[src/rtl/rf_writeback_ctrl_pkg.sv]
// Shared constants and bundle types for the register-file writeback controller.
// The widths here are the default configuration of the controller and its FIFO.
package rf_writeback_ctrl_pkg;

    localparam int RF_XLEN       = 32;
    localparam int RF_NREG       = 32;
    localparam int RF_AW         = 5;
    localparam int RF_FIFO_DEPTH = 2;

    typedef struct packed {
        logic                 we;
        logic [RF_AW-1:0]     addr;
        logic [RF_XLEN-1:0]   data;
    } wb_port_t;

    typedef struct packed {
        logic [RF_AW-1:0]     rd;
        logic [RF_XLEN-1:0]   data;
    } wb_entry_t;

endpackage

[src/rtl/rf_writeback_ctrl_if.sv]
// Long-latency result handshake between the load/store unit (master) and the
// writeback controller (slave).
interface rf_writeback_ctrl_if
    import rf_writeback_ctrl_pkg::*;
#(
    parameter int AW   = RF_AW,
    parameter int XLEN = RF_XLEN
) ();

    logic            lsu_valid;
    logic            lsu_ready;
    logic [AW-1:0]   lsu_rd;
    logic [XLEN-1:0] lsu_wdata;

    modport master (
        output lsu_valid,
        output lsu_rd,
        output lsu_wdata,
        input  lsu_ready
    );

    modport slave (
        input  lsu_valid,
        input  lsu_rd,
        input  lsu_wdata,
        output lsu_ready
    );

endinterface

[src/rtl/rf_writeback_ctrl_wb_result_fifo.sv]
// Synchronous FIFO buffering long-latency results until the write port is free.
// A push is refused while full, even if a pop happens in the same cycle.
module wb_result_fifo
    import rf_writeback_ctrl_pkg::*;
#(
    parameter int  DEPTH = RF_FIFO_DEPTH,
    parameter int  WIDTH = RF_AW + RF_XLEN,
    localparam int PTR_W = $clog2(DEPTH),
    localparam int CNT_W = $clog2(DEPTH + 1)
) (
    input  logic             clk,
    input  logic             rst,
    input  logic             push,
    input  logic [WIDTH-1:0] push_data,
    input  logic             pop,
    output logic [WIDTH-1:0] pop_data,
    output logic             full,
    output logic             empty,
    output logic [CNT_W-1:0] count
);

    logic [WIDTH-1:0] mem_r [DEPTH];
    logic [PTR_W-1:0] wr_ptr_r;
    logic [PTR_W-1:0] rd_ptr_r;
    logic [CNT_W-1:0] count_r;
    logic             do_push_s;
    logic             do_pop_s;

    assign full      = (count_r == CNT_W'(DEPTH));
    assign empty     = (count_r == {CNT_W{1'b0}});
    assign count     = count_r;
    assign do_push_s = push && !full;
    assign do_pop_s  = pop && !empty;
    assign pop_data  = mem_r[rd_ptr_r];

    // Entry storage; validity is tracked by count_r, so data needs no reset.
    always_ff @(posedge clk) begin
        if (do_push_s) begin
            mem_r[wr_ptr_r] <= push_data;
        end
    end

    // Pointers wrap naturally because DEPTH is a power of two.
    always_ff @(posedge clk) begin
        if (rst) begin
            wr_ptr_r <= {PTR_W{1'b0}};
            rd_ptr_r <= {PTR_W{1'b0}};
            count_r  <= {CNT_W{1'b0}};
        end else begin
            if (do_push_s) begin
                wr_ptr_r <= wr_ptr_r + PTR_W'(1);
            end
            if (do_pop_s) begin
                rd_ptr_r <= rd_ptr_r + PTR_W'(1);
            end
            case ({do_push_s, do_pop_s})
                2'b10:   count_r <= count_r + CNT_W'(1);
                2'b01:   count_r <= count_r - CNT_W'(1);
                default: count_r <= count_r;
            endcase
        end
    end

endmodule

[src/rtl/rf_writeback_ctrl.sv]
// Drives the register file's single write port, merging the in-order ALU result
// with buffered long-latency completions, and tracks registers still owed a write.
module rf_writeback_ctrl
    import rf_writeback_ctrl_pkg::*;
#(
    parameter int XLEN       = RF_XLEN,
    parameter int NREG       = RF_NREG,
    parameter int AW         = RF_AW,
    parameter int FIFO_DEPTH = RF_FIFO_DEPTH
) (
    input  logic                 clk,
    input  logic                 rst,
    input  logic                 alu_valid,
    input  logic [AW-1:0]        alu_rd,
    input  logic [XLEN-1:0]      alu_wdata,
    rf_writeback_ctrl_if.slave   lsu,
    input  logic                 iss_valid,
    input  logic [AW-1:0]        iss_rd,
    input  logic [AW-1:0]        rs1,
    input  logic [AW-1:0]        rs2,
    output logic                 busy1,
    output logic                 busy2,
    output logic                 rf_we,
    output logic [AW-1:0]        rf_waddr,
    output logic [XLEN-1:0]      rf_wdata
);

    localparam int CNT_W = $clog2(FIFO_DEPTH + 1);

    typedef struct packed {
        logic            we;
        logic [AW-1:0]   addr;
        logic [XLEN-1:0] data;
    } port_t;

    typedef struct packed {
        logic [AW-1:0]   rd;
        logic [XLEN-1:0] data;
    } entry_t;

    entry_t           push_entry_s;
    entry_t           head_s;
    logic             fifo_full_s;
    logic             fifo_empty_s;
    logic [CNT_W-1:0] unused_fifo_count_s;
    logic             alu_take_s;
    logic             fifo_pop_s;
    logic             head_live_s;
    port_t            port_r;
    port_t            port_nxt_s;
    logic [NREG-1:0]  pending_r;
    logic [NREG-1:0]  pending_nxt_s;

    assign push_entry_s  = '{rd: lsu.lsu_rd, data: lsu.lsu_wdata};
    assign lsu.lsu_ready = !fifo_full_s;

    wb_result_fifo #(
        .DEPTH (FIFO_DEPTH),
        .WIDTH ($bits(entry_t))
    ) u_fifo (
        .clk       (clk),
        .rst       (rst),
        .push      (lsu.lsu_valid),
        .push_data (push_entry_s),
        .pop       (fifo_pop_s),
        .pop_data  (head_s),
        .full      (fifo_full_s),
        .empty     (fifo_empty_s),
        .count     (unused_fifo_count_s)
    );

    // The pipeline cannot stall, so it always wins; an x0 ALU result is a bubble.
    assign alu_take_s  = alu_valid && (alu_rd != {AW{1'b0}});
    assign fifo_pop_s  = !alu_take_s && !fifo_empty_s;
    assign head_live_s = (head_s.rd != {AW{1'b0}});

    // Write-port arbitration; an idle slot holds addr/data and drops we.
    always_comb begin
        port_nxt_s    = port_r;
        port_nxt_s.we = 1'b0;
        if (alu_take_s) begin
            port_nxt_s.we   = 1'b1;
            port_nxt_s.addr = alu_rd;
            port_nxt_s.data = alu_wdata;
        end else if (fifo_pop_s) begin
            port_nxt_s.we   = head_live_s;
            port_nxt_s.addr = head_s.rd;
            port_nxt_s.data = head_s.data;
        end else begin
            port_nxt_s.we   = 1'b0;
        end
    end

    // Pending scoreboard; a same-cycle issue overrides the clear of an older op.
    always_comb begin
        pending_nxt_s = pending_r;
        if (fifo_pop_s && head_live_s) begin
            pending_nxt_s[head_s.rd] = 1'b0;
        end else begin
            pending_nxt_s = pending_nxt_s;
        end
        if (iss_valid && (iss_rd != {AW{1'b0}})) begin
            pending_nxt_s[iss_rd] = 1'b1;
        end else begin
            pending_nxt_s = pending_nxt_s;
        end
        pending_nxt_s[0] = 1'b0;
    end

    // Registered write port and scoreboard state.
    always_ff @(posedge clk) begin
        if (rst) begin
            port_r    <= '{we: 1'b0, addr: {AW{1'b0}}, data: {XLEN{1'b0}}};
            pending_r <= {NREG{1'b0}};
        end else begin
            port_r    <= port_nxt_s;
            pending_r <= pending_nxt_s;
        end
    end

    assign rf_we    = port_r.we;
    assign rf_waddr = port_r.addr;
    assign rf_wdata = port_r.data;

    // The register file writes on the falling edge, so busy may drop in the write cycle.
    assign busy1 = (rs1 != {AW{1'b0}}) && pending_r[rs1];
    assign busy2 = (rs2 != {AW{1'b0}}) && pending_r[rs2];

endmodule

[src/flat_wrapper.sv]
// flat-port wrapper written by rule: the top's interface ports become plain ports
module rf_writeback_ctrl_flat import rf_writeback_ctrl_pkg::*;
#(
    parameter int XLEN       = RF_XLEN,
    parameter int NREG       = RF_NREG,
    parameter int AW         = RF_AW,
    parameter int FIFO_DEPTH = RF_FIFO_DEPTH
)
  (clk, rst, alu_valid, alu_rd, alu_wdata, iss_valid, iss_rd, rs1, rs2, busy1, busy2, rf_we, rf_waddr, rf_wdata, lsu_lsu_valid, lsu_lsu_rd, lsu_lsu_wdata, lsu_lsu_ready);
  rf_writeback_ctrl_if #(.AW(AW), .XLEN(XLEN)) lsu_i ();
  input  logic clk;
  input  logic rst;
  input  logic alu_valid;
  input  logic [AW-1:0] alu_rd;
  input  logic [XLEN-1:0] alu_wdata;
  input  logic iss_valid;
  input  logic [AW-1:0] iss_rd;
  input  logic [AW-1:0] rs1;
  input  logic [AW-1:0] rs2;
  output logic busy1;
  output logic busy2;
  output logic rf_we;
  output logic [AW-1:0] rf_waddr;
  output logic [XLEN-1:0] rf_wdata;
  input wire logic [$bits(lsu_i.lsu_valid)-1:0] lsu_lsu_valid;
  input wire logic [$bits(lsu_i.lsu_rd)-1:0] lsu_lsu_rd;
  input wire logic [$bits(lsu_i.lsu_wdata)-1:0] lsu_lsu_wdata;
  output wire logic [$bits(lsu_i.lsu_ready)-1:0] lsu_lsu_ready;
  assign lsu_i.lsu_valid = lsu_lsu_valid;
  assign lsu_i.lsu_rd = lsu_lsu_rd;
  assign lsu_i.lsu_wdata = lsu_lsu_wdata;
  assign lsu_lsu_ready = lsu_i.lsu_ready;
  rf_writeback_ctrl #(.XLEN(XLEN), .NREG(NREG), .AW(AW), .FIFO_DEPTH(FIFO_DEPTH)) u_core (.clk(clk), .rst(rst), .alu_valid(alu_valid), .alu_rd(alu_rd), .alu_wdata(alu_wdata), .lsu(lsu_i), .iss_valid(iss_valid), .iss_rd(iss_rd), .rs1(rs1), .rs2(rs2), .busy1(busy1), .busy2(busy2), .rf_we(rf_we), .rf_waddr(rf_waddr), .rf_wdata(rf_wdata));
endmodule
[config.mk]
export PLATFORM = sky130hd
export DESIGN_NAME = rf_writeback_ctrl_flat
export DESIGN_NICKNAME = d
export VERILOG_FILES = /design/src/rtl/rf_writeback_ctrl_pkg.sv /design/src/rtl/rf_writeback_ctrl_if.sv /design/src/rtl/rf_writeback_ctrl_wb_result_fifo.sv /design/src/rtl/rf_writeback_ctrl.sv /design/src/flat_wrapper.sv
export SDC_FILE = /design/constraint.sdc
export NUM_CORES = 1
export LEC_CHECK = 0
export CAP_MARGIN = 10
export CORE_MARGIN = 3
export CORE_UTILIZATION = 55
export CTS_CLUSTER_SIZE = 30
export DETAILED_ROUTE_END_ITERATION = 8
export PLACE_DENSITY = 0.95
export SYNTH_ARGS = -nofsm -noshare
export SYNTH_HDL_FRONTEND = slang
export SYNTH_HIERARCHICAL = 1
export SYNTH_SLANG_ARGS = --single-unit
[constraint.sdc]
create_clock -name clk -period 8.4 [get_ports clk]
set_clock_uncertainty 0.05 [all_clocks]
set_input_delay 2.52 -clock clk [delete_from_list [all_inputs] [get_ports clk]]
set_output_delay 2.52 -clock clk [all_outputs]
set_load 0.03 [all_outputs]
-- Word-level counts from Yosys, hierarchy flattened
Memory sizes are Yosys's and may differ from the RTL's. A register that Yosys moved wholly into a read port is not among the register bits.
Index checks and enable logic that the tools add are counted.
W data, S select, Z words.
- $add $sub $neg: 4
- order comparisons: 6
- equal/unequal tests: 3
- muxes and demuxes: 18
- bitwise operators: 3
- reductions and logical operators: 21
- operators by type and width (cell ; count):
    $mux W32 ; 2
    $mux W38 ; 1
    $mux W37 ; 1
    $and A32 B32 Y32 ; 1
    $not A32 Y32 ; 1
    $or A32 B32 Y32 ; 1
    $reduce_bool A5 Y1 ; 5
    $lt A5 B6 Y1 const B ; 4
    $bmux W1 S5 ; 2
    $demux W1 S5 ; 2
    $ge A5 B1 Y1 const B ; 2
    $logic_and A1 B1 Y1 ; 10
    $mux W1 ; 9
    $eq A2 B2 Y1 const B ; 2
    $pmux W2 S2 ; 1
    $reduce_bool A2 Y1 ; 2
    $logic_not A1 Y1 ; 3
    $add A1 B1 Y1 const B ; 2
    $add A2 B1 Y2 const B ; 1
    $eq A2 B1 Y1 const B ; 1
    $logic_not A2 Y1 ; 1
    $sub A2 B1 Y2 const B ; 1
- register bits: 74
- RAM bits: 74
- bits of input ports: 94
- memories kept: 1
- memories (memory ; depth ; bits a word ; read ports ; clocked after Yosys merged registers in ; write ports ; line ; text):
    u_core.u_fifo.mem_r ; 2 ; 37 ; 1 ; 1 ; 1 ; rf_writeback_ctrl_wb_result_fifo.sv:22 ; logic [WIDTH-1:0] mem_r [DEPTH];

-- Logic depth before layout (Yosys ltp)
Gate-level depths: netlist (run 1).
- word-level depth: 9
- depth in mapped cells: 9
- mapped depth without buffers: 8

-- Modules after synthesis
Netlist (run 1), hierarchy kept.
- by module, submodules not included (module ; instances ; cells an instance ; area each (µm²)):
    rf_writeback_ctrl ; 1 ; 398 ; 3653.5
    wb_result_fifo ; 1 ; 141 ; 2882.8

-- Worst setup path before layout (run 1)
Ideal clock, no wire load.
- path kind: input-to-output
- start: input port rs1[1]
- end: output port busy1
- arrival: 3.886 ns
- required time: 5.830 ns
- slack: 1.944 ns
- stages: 5
- buffers on the path: 1
- cells stage by stage: clkbuf_1 > mux4_2 > mux2i_1 > nor3b_1 > a211o_1
- longest elaborated chain between the ends: 3
- elaborated cells on any way between the ends: 4
- classes of those cells: mux: 2; reduce/logical: 2
- ends and longest elaborated chain (what ; line ; text):
    from (decl) ; flat_wrapper.sv:18 ; input logic [AW-1:0] rs1;
    $bmux W1 S5 ; rf_writeback_ctrl.sv:126 ; assign busy1 = (rs1 != {AW{1'b0}}) && pending_r[rs1];
    $mux W1 (not written as such) ; rf_writeback_ctrl.sv:126 ;
    $logic_and A1 B1 Y1 * ; rf_writeback_ctrl.sv:126 ;
    to (decl) ; flat_wrapper.sv:20 ; output logic busy1;
Every way passes the cells marked *; elsewhere a longest branch is shown, timed or not. The select of a mux whose other input is x is not followed.

-- Final worst setup path (run 1)
- start: input port rs1[0]
- end: output port busy1
The elaborated chain is that of the path after synthesis.

==> results of run 1 <==
[layer usage]
layer / vias to the layer above / GRT usage, % / share of wire [%]
li1: 2274 / - / -
met1: 2442 / 35.13 / 38
met2: 340 / 46.03 / 49
met3: 70 / 8.526 / 9.7
met4: 0 / 11.19 / 3.3
met5: - / 0 / 0
[layout by cell type (no fill, tap or decap), types with 4 or more instances in the layout]
master           instances
a21oi_1                 37
mux4_2                  14
nand2_1                 41
clkdlybuf4s50_1        133
nor2_1                  55
clkbuf_8                 4
mux2_1                  16
mux2i_1                 38
edfxtp_1                74
clkbuf_16               21
a211oi_1                35
nand3b_1                 4
mux2_2                  25
buf_4                    4
dfxtp_1                 73
nand2b_1                 6
o41ai_1                 31
[worst register-to-register path: stages (launching register included)]
cell	delay, ns
dfxtp_2	0.97
mux2_2	0.53
or3b_2	0.55
o41ai_1	0.33
a21oi_1	0.12
[where the power goes]
part | total [mW] | switching (mW) | leakage, nW | internal [mW]
Sequential | 0.898 | 0.0542 | 1.30 | 0.844
Clock | 0.802 | 0.290 | 0.314 | 0.512
Combinational | 0.584 | 0.335 | 1.44 | 0.248
Total | 2.28 | 0.680 | 3.05 | 1.60
[flip-flops by register name, indices dropped and copies added (netlist names), named ones only]
name / flops
u_core/rf_waddr: 5
u_core/rf_wdata: 32
u_core/rf_we: 1
u_core/pending_r: 31
u_core/u_fifo/rd_ptr_r: 1
u_core/u_fifo/mem_r: 74
u_core/u_fifo/wr_ptr_r: 1
u_core/u_fifo/count: 2
[final timing paths]
kind,to,cells after the start,start
hold reg to reg,u_core/u_fifo/wr_ptr_r,2,u_core/u_fifo/wr_ptr_r
setup / recovery,busy1,6,rs1[0]
setup reg to reg,u_core/pending_r[5],4,register
hold / removal,u_core/u_fifo/wr_ptr_r,2,u_core/u_fifo/wr_ptr_r
[final cells by class]
| cell class | count | area (sq um) |
|---|---|---|
| Clock buffer | 28 | 591.8 |
| Clock inverter | 4 | 50.05 |
| Fill cell | 700 | 2990 |
| Inverter | 4 | 15.01 |
| Multi-Input combinational cell | 342 | 2619 |
| Sequential cell | 148 | 3705 |
| Tap cell | 143 | 178.9 |
| Timing Repair Buffer | 138 | 1366 |
[kinds of logic (layout without fill, tap and decap cells)]
kind of cell,after synthesis,count (layout),synth area share (%)
AO/OA/AOI/OAI,117,117,12.77
XOR/XNOR,3,3,0.4021
adder cells (fa/ha/maj),1,1,0.1914
buffers and inverters,49,174,3.407
flip-flops,148,148,56.66
multiplexers,93,93,17.71
AND/OR/NAND/NOR,128,128,8.863
[stage by stage]
step	instance area [sq um]	worst slack, ns	utilization, %
3_3_place_gp	7884	0.9567	68.46
5_1_grt	8526	0.8228	74.03
6_report	8526	0.8765	74.03
3_5_place_dp	7884	0.9097	68.46
2_1_floorplan	6536	1.944	-
4_1_cts	8526	0.9033	74.03
==> impl_metrics.yaml, run 1 <==
routing:
  drtPass1Iterations: 5
  post-route-drc-count: 0
  wire_per_inst_microns: 22.71
  ant_nets: 0
  vias_per_cell: 6.352
  vias: 5126
  drt-total-wl_mm: 18.32
  drt_iter0_drc: 425
clock_network:
  cts_setup_buffers: 0
  clockBufferDepth: 2
  cts_inserted_buffers: 17
  cts_tree: "done"
  h-tree-depth: 4
  clock_latency_ns: 0.42
  cts_resized: 0
  holdBufCountCts: 0
  clock-sinks: 148
  clk_pin_slew_ns: 0.06
  cts_root_buf: "clkbuf_16"
logic_synthesis:
  synth_fp_nets: 634
  syn_area_sq_um: 6536
  synth-seq-cells: 148
  synth_area_leaders: "edfxtp_1, dfxtp_1, mux2i_1, mux4_2, mux2_2"
  synth_seq_area_share_pct: 56.66
  synth_ff_type: "edfxtp_1"
  synth_top_area_cell: "edfxtp_1"
  ys_async_sr_fraction_pct: 0
  netlist_top_cells_count: "dfxtp_1, edfxtp_1, nor2_1, nand2_1, mux2i_1"
  synth_cell_type_count: 45
  yosysWarningCount: 6
  synth-edff-count: 74
  syn_inst: 539
  syn_avg_cell_area_sq_um: 12.13
  synth_top_area_share_pct: 34.00
timing:
  finalCritPeriodShare_pct: 89.57
  fin_setup_tns_ns: 0
  relSlewSlack_pct: 33.63
  hold_slack_ns: 0.4486
  rsz0062_at_grt: "no"
  fmax_mhz: 132.9
  drv_slew: 0
  finalSetupViolCount: 0
  hold_viol_final: 0
  layout_min_cycle_time_ns: 7.523
  max_slew.worst_pin.slew_ns: 0.9955
global_route:
  grt_pass1_wl_mm: 28.28
  track_usage_pct: 28.14
  grt_start_max_net_pins: 75
  gr-total-overflow: 0
  grt_pass1_vias: 5301
  antenna_found_initial: 0
worst_setup_path:
  endpoint_kind: "output pin"
  path_cells: "clkdlybuf4s50_1 -> mux4_2 -> mux2i_1 -> nor3b_1 -> a211o_1 -> clkdlybuf4s50_1"
  cp_top_family: "buffers and inverters"
  rrSetupSlack_ns: 5.70
  crit_fanout: 9
  worstSetupPathType: "input port to output pin"
  arrival_ns: 4.95
  slowest_stage: "clkdlybuf4s50_1"
  worstPathBufferInverterCount: 2
  slowest_delay_ns: 0.72
  worst-endpoint-required_ns: 5.83
  worstSetupStartpointType: "input port"
  worst_path_most_repeated_cell: "clkdlybuf4s50_1"
hold_path:
  hold_class: "register to register"
placement:
  placedCellCount: 775
  place_congestion: 1.030
  dp_hpwl_mm: 11.40
  io_buffers: 134
power:
  finalPower_mw: 2.284
  irDropWorstVdd_mv: 0.1940
  leakagePower_nw: 3.051
  powerDensity_nw_per_um2: 267.9
final_layout:
  final_net_count: 746
  drive_gt1_share_pct: 12.65
  area_growth_pct: 30.44
  diodes: 0
  stdcell_count: 807
die:
  die_x_microns: 115.0
  initial_core_util_pct: 56.76
  core_area_sq_um: 11520
  die_h_microns: 115.0
  die-area_sq_um: 13230
  io_pins: 135
  fp-row-count: 39
status:
  status: "finished, final reports clean"
job:
  maxCapViolations: 0
Power figures use the tool's default switching activity.
==> inputs of run 2 (changes only) <==
GPL_ROUTABILITY_DRIVEN = 0   (was default)
==> impl_metrics.yaml, run 2 (synthesized netlist as in run 1, its figures left out) <==
worst_setup_path:
  path_cells: "clkdlybuf4s50_1 -> mux4_2 -> nor3b_1 -> a2111oi_0 -> a211o_1 -> clkdlybuf4s50_1"
  worstSetupPathType: "input port to output pin"
  crit_fanout: 8
  slowest_delay_ns: 0.69
  worstSetupStartpointType: "input port"
  rrSetupSlack_ns: 5.69
  slowest_stage: "clkdlybuf4s50_1"
  worst_path_most_repeated_cell: "clkdlybuf4s50_1"
  worst-endpoint-required_ns: 5.83
  ff2ff_path_depth: 4
  regToRegEndpoint: "u_core/pending_r[7]"
  arrival_ns: 4.99
  endpoint_kind: "output pin"
final_layout:
  regMostFlops: "u_core/u_fifo/mem_r"
  diodes: 0
  area_growth_pct: 29.46
  layout_commonest_cell: "clkdlybuf4s50_1"
  final_net_count: 746
  drive_gt1_share_pct: 12.80
  largest_reg_flops: 74
  fin_util_pct: 73.48
  final_cell_mix: "clkdlybuf4s50_1, edfxtp_1, dfxtp_1, nor2_1, nand2_1"
clock_network:
  clk_pin_slew_ns: 0.06
  clockBufferDepth: 2
  holdBufCountCts: 0
  cts_inserted_buffers: 17
  cts_resized: 0
  cts_tree: "done"
  cts_setup_buffers: 0
  clock_latency_ns: 0.41
  h-tree-depth: 4
  clock-sinks: 148
  cts_root_buf: "clkbuf_16"
die:
  die_h_microns: 115.0
  fp-row-count: 39
  io_pins: 135
  initial_core_util_pct: 56.76
  die-area_sq_um: 13230
  core_area_sq_um: 11520
  die_x_microns: 115.0
global_route:
  antenna_found_initial: 0
  gr-total-overflow: 0
  grt_pass1_wl_mm: 27.81
  grt_start_max_net_pins: 75
  grt_pass1_vias: 5146
  track_usage_pct: 27.70
routing:
  vias: 5024
  vias_per_cell: 6.226
  drt-total-wl_mm: 17.99
  ant_nets: 0
  drtPass1Iterations: 5
  post-route-drc-count: 0
  wire_per_inst_microns: 22.29
  drt_iter0_drc: 535
timing:
  hold_viol_final: 0
  drv_slew: 0
  finalSetupViolCount: 0
  max_slew.worst_pin.slew_ns: 1.001
  fmax_mhz: 132.3
  layout_min_cycle_time_ns: 7.557
  fin_setup_tns_ns: 0
  relSlewSlack_pct: 33.26
  hold_slack_ns: 0.4376
  rsz0062_at_grt: "no"
  finalCritPeriodShare_pct: 89.96
hold_path:
  holdPathStages: 2
  hold_path_end: "u_core/u_fifo/wr_ptr_r"
  hold_class: "register to register"
  min_from: "u_core/u_fifo/wr_ptr_r"
power:
  powerDensity_nw_per_um2: 261.4
  leakagePower_nw: 3.010
  irDropWorstVdd_mv: 0.2011
placement:
  io_buffers: 134
  dp_hpwl_mm: 11.55
job:
  maxCapViolations: 0
status:
  status: "finished, final reports clean"
[run 2: cell types whose count changed in the layout (fill, tap and decap cells not counted), moves of 2 or more]
cell	change
clkbuf_8	-3
clkinv_2	+3
inv_4	-2
clkbuf_16	-4
clkinv_4	+2
clkinvlp_4	+3
[run 2: metal layers]
layer	vias up	share of wire [%]	GRT usage (%)
met3	44	10	7.632
li1	2266	-	-
met5	-	0	0
met4	0	2.8	11.66
met2	350	50	45.83
met1	2364	37	34.34
[run 2: worst max path at each step]
stage,startpoint,to
after detailed placement,rs1[2],busy1
final,rs1[2],busy1
after global routing,rs2[1],busy2
after CTS,rs1[2],busy1
after global placement,rs1[2],busy1
after floorplan,rs1[1],busy1
[run 2: worst max-delay path: cells and delay by family]
family | cells | cell delay (ns)
muxes | 1 | 0.55
AOI/OAI and AO/OA | 2 | 0.40
buffers and inverters | 2 | 1.28
and+or+nand+nor | 1 | 0.23
[run 2: report_power, final]
part	switching [mW]	internal, mW
registers	0.0539	0.844
clock network	0.289	0.445
logic	0.332	0.248
total	0.674	1.54
[run 2: layout make-up]
cell class / instances / area (sq um)
fill: 712 / 3054
multi-input combinational: 342 / 2619
clock buffer: 20 / 446.7
clock inverter: 12 / 131.4
inverter: 4 / 15.01
tap: 143 / 178.9
timing repair buffer: 138 / 1366
sequential: 148 / 3705
[run 2: stage by stage]
stage	cell area, sq um	power [mW]	instances	worst slack, ns
final	8462	2.212	807	0.8434
after global routing	8462	2.289	807	0.7377
after CTS	8462	2.210	807	0.8738
after detailed placement	7884	1.473	775	0.8800
after global placement	7884	1.447	775	0.9564
after floorplan	6536	1.277	539	1.944
==> inputs of run 3 (changes only) <==
HOLD_SLACK_MARGIN = 0.1   (was default)
==> results of run 3 <==
No change in the layout: final DEF, timing and power equal those of run 2.
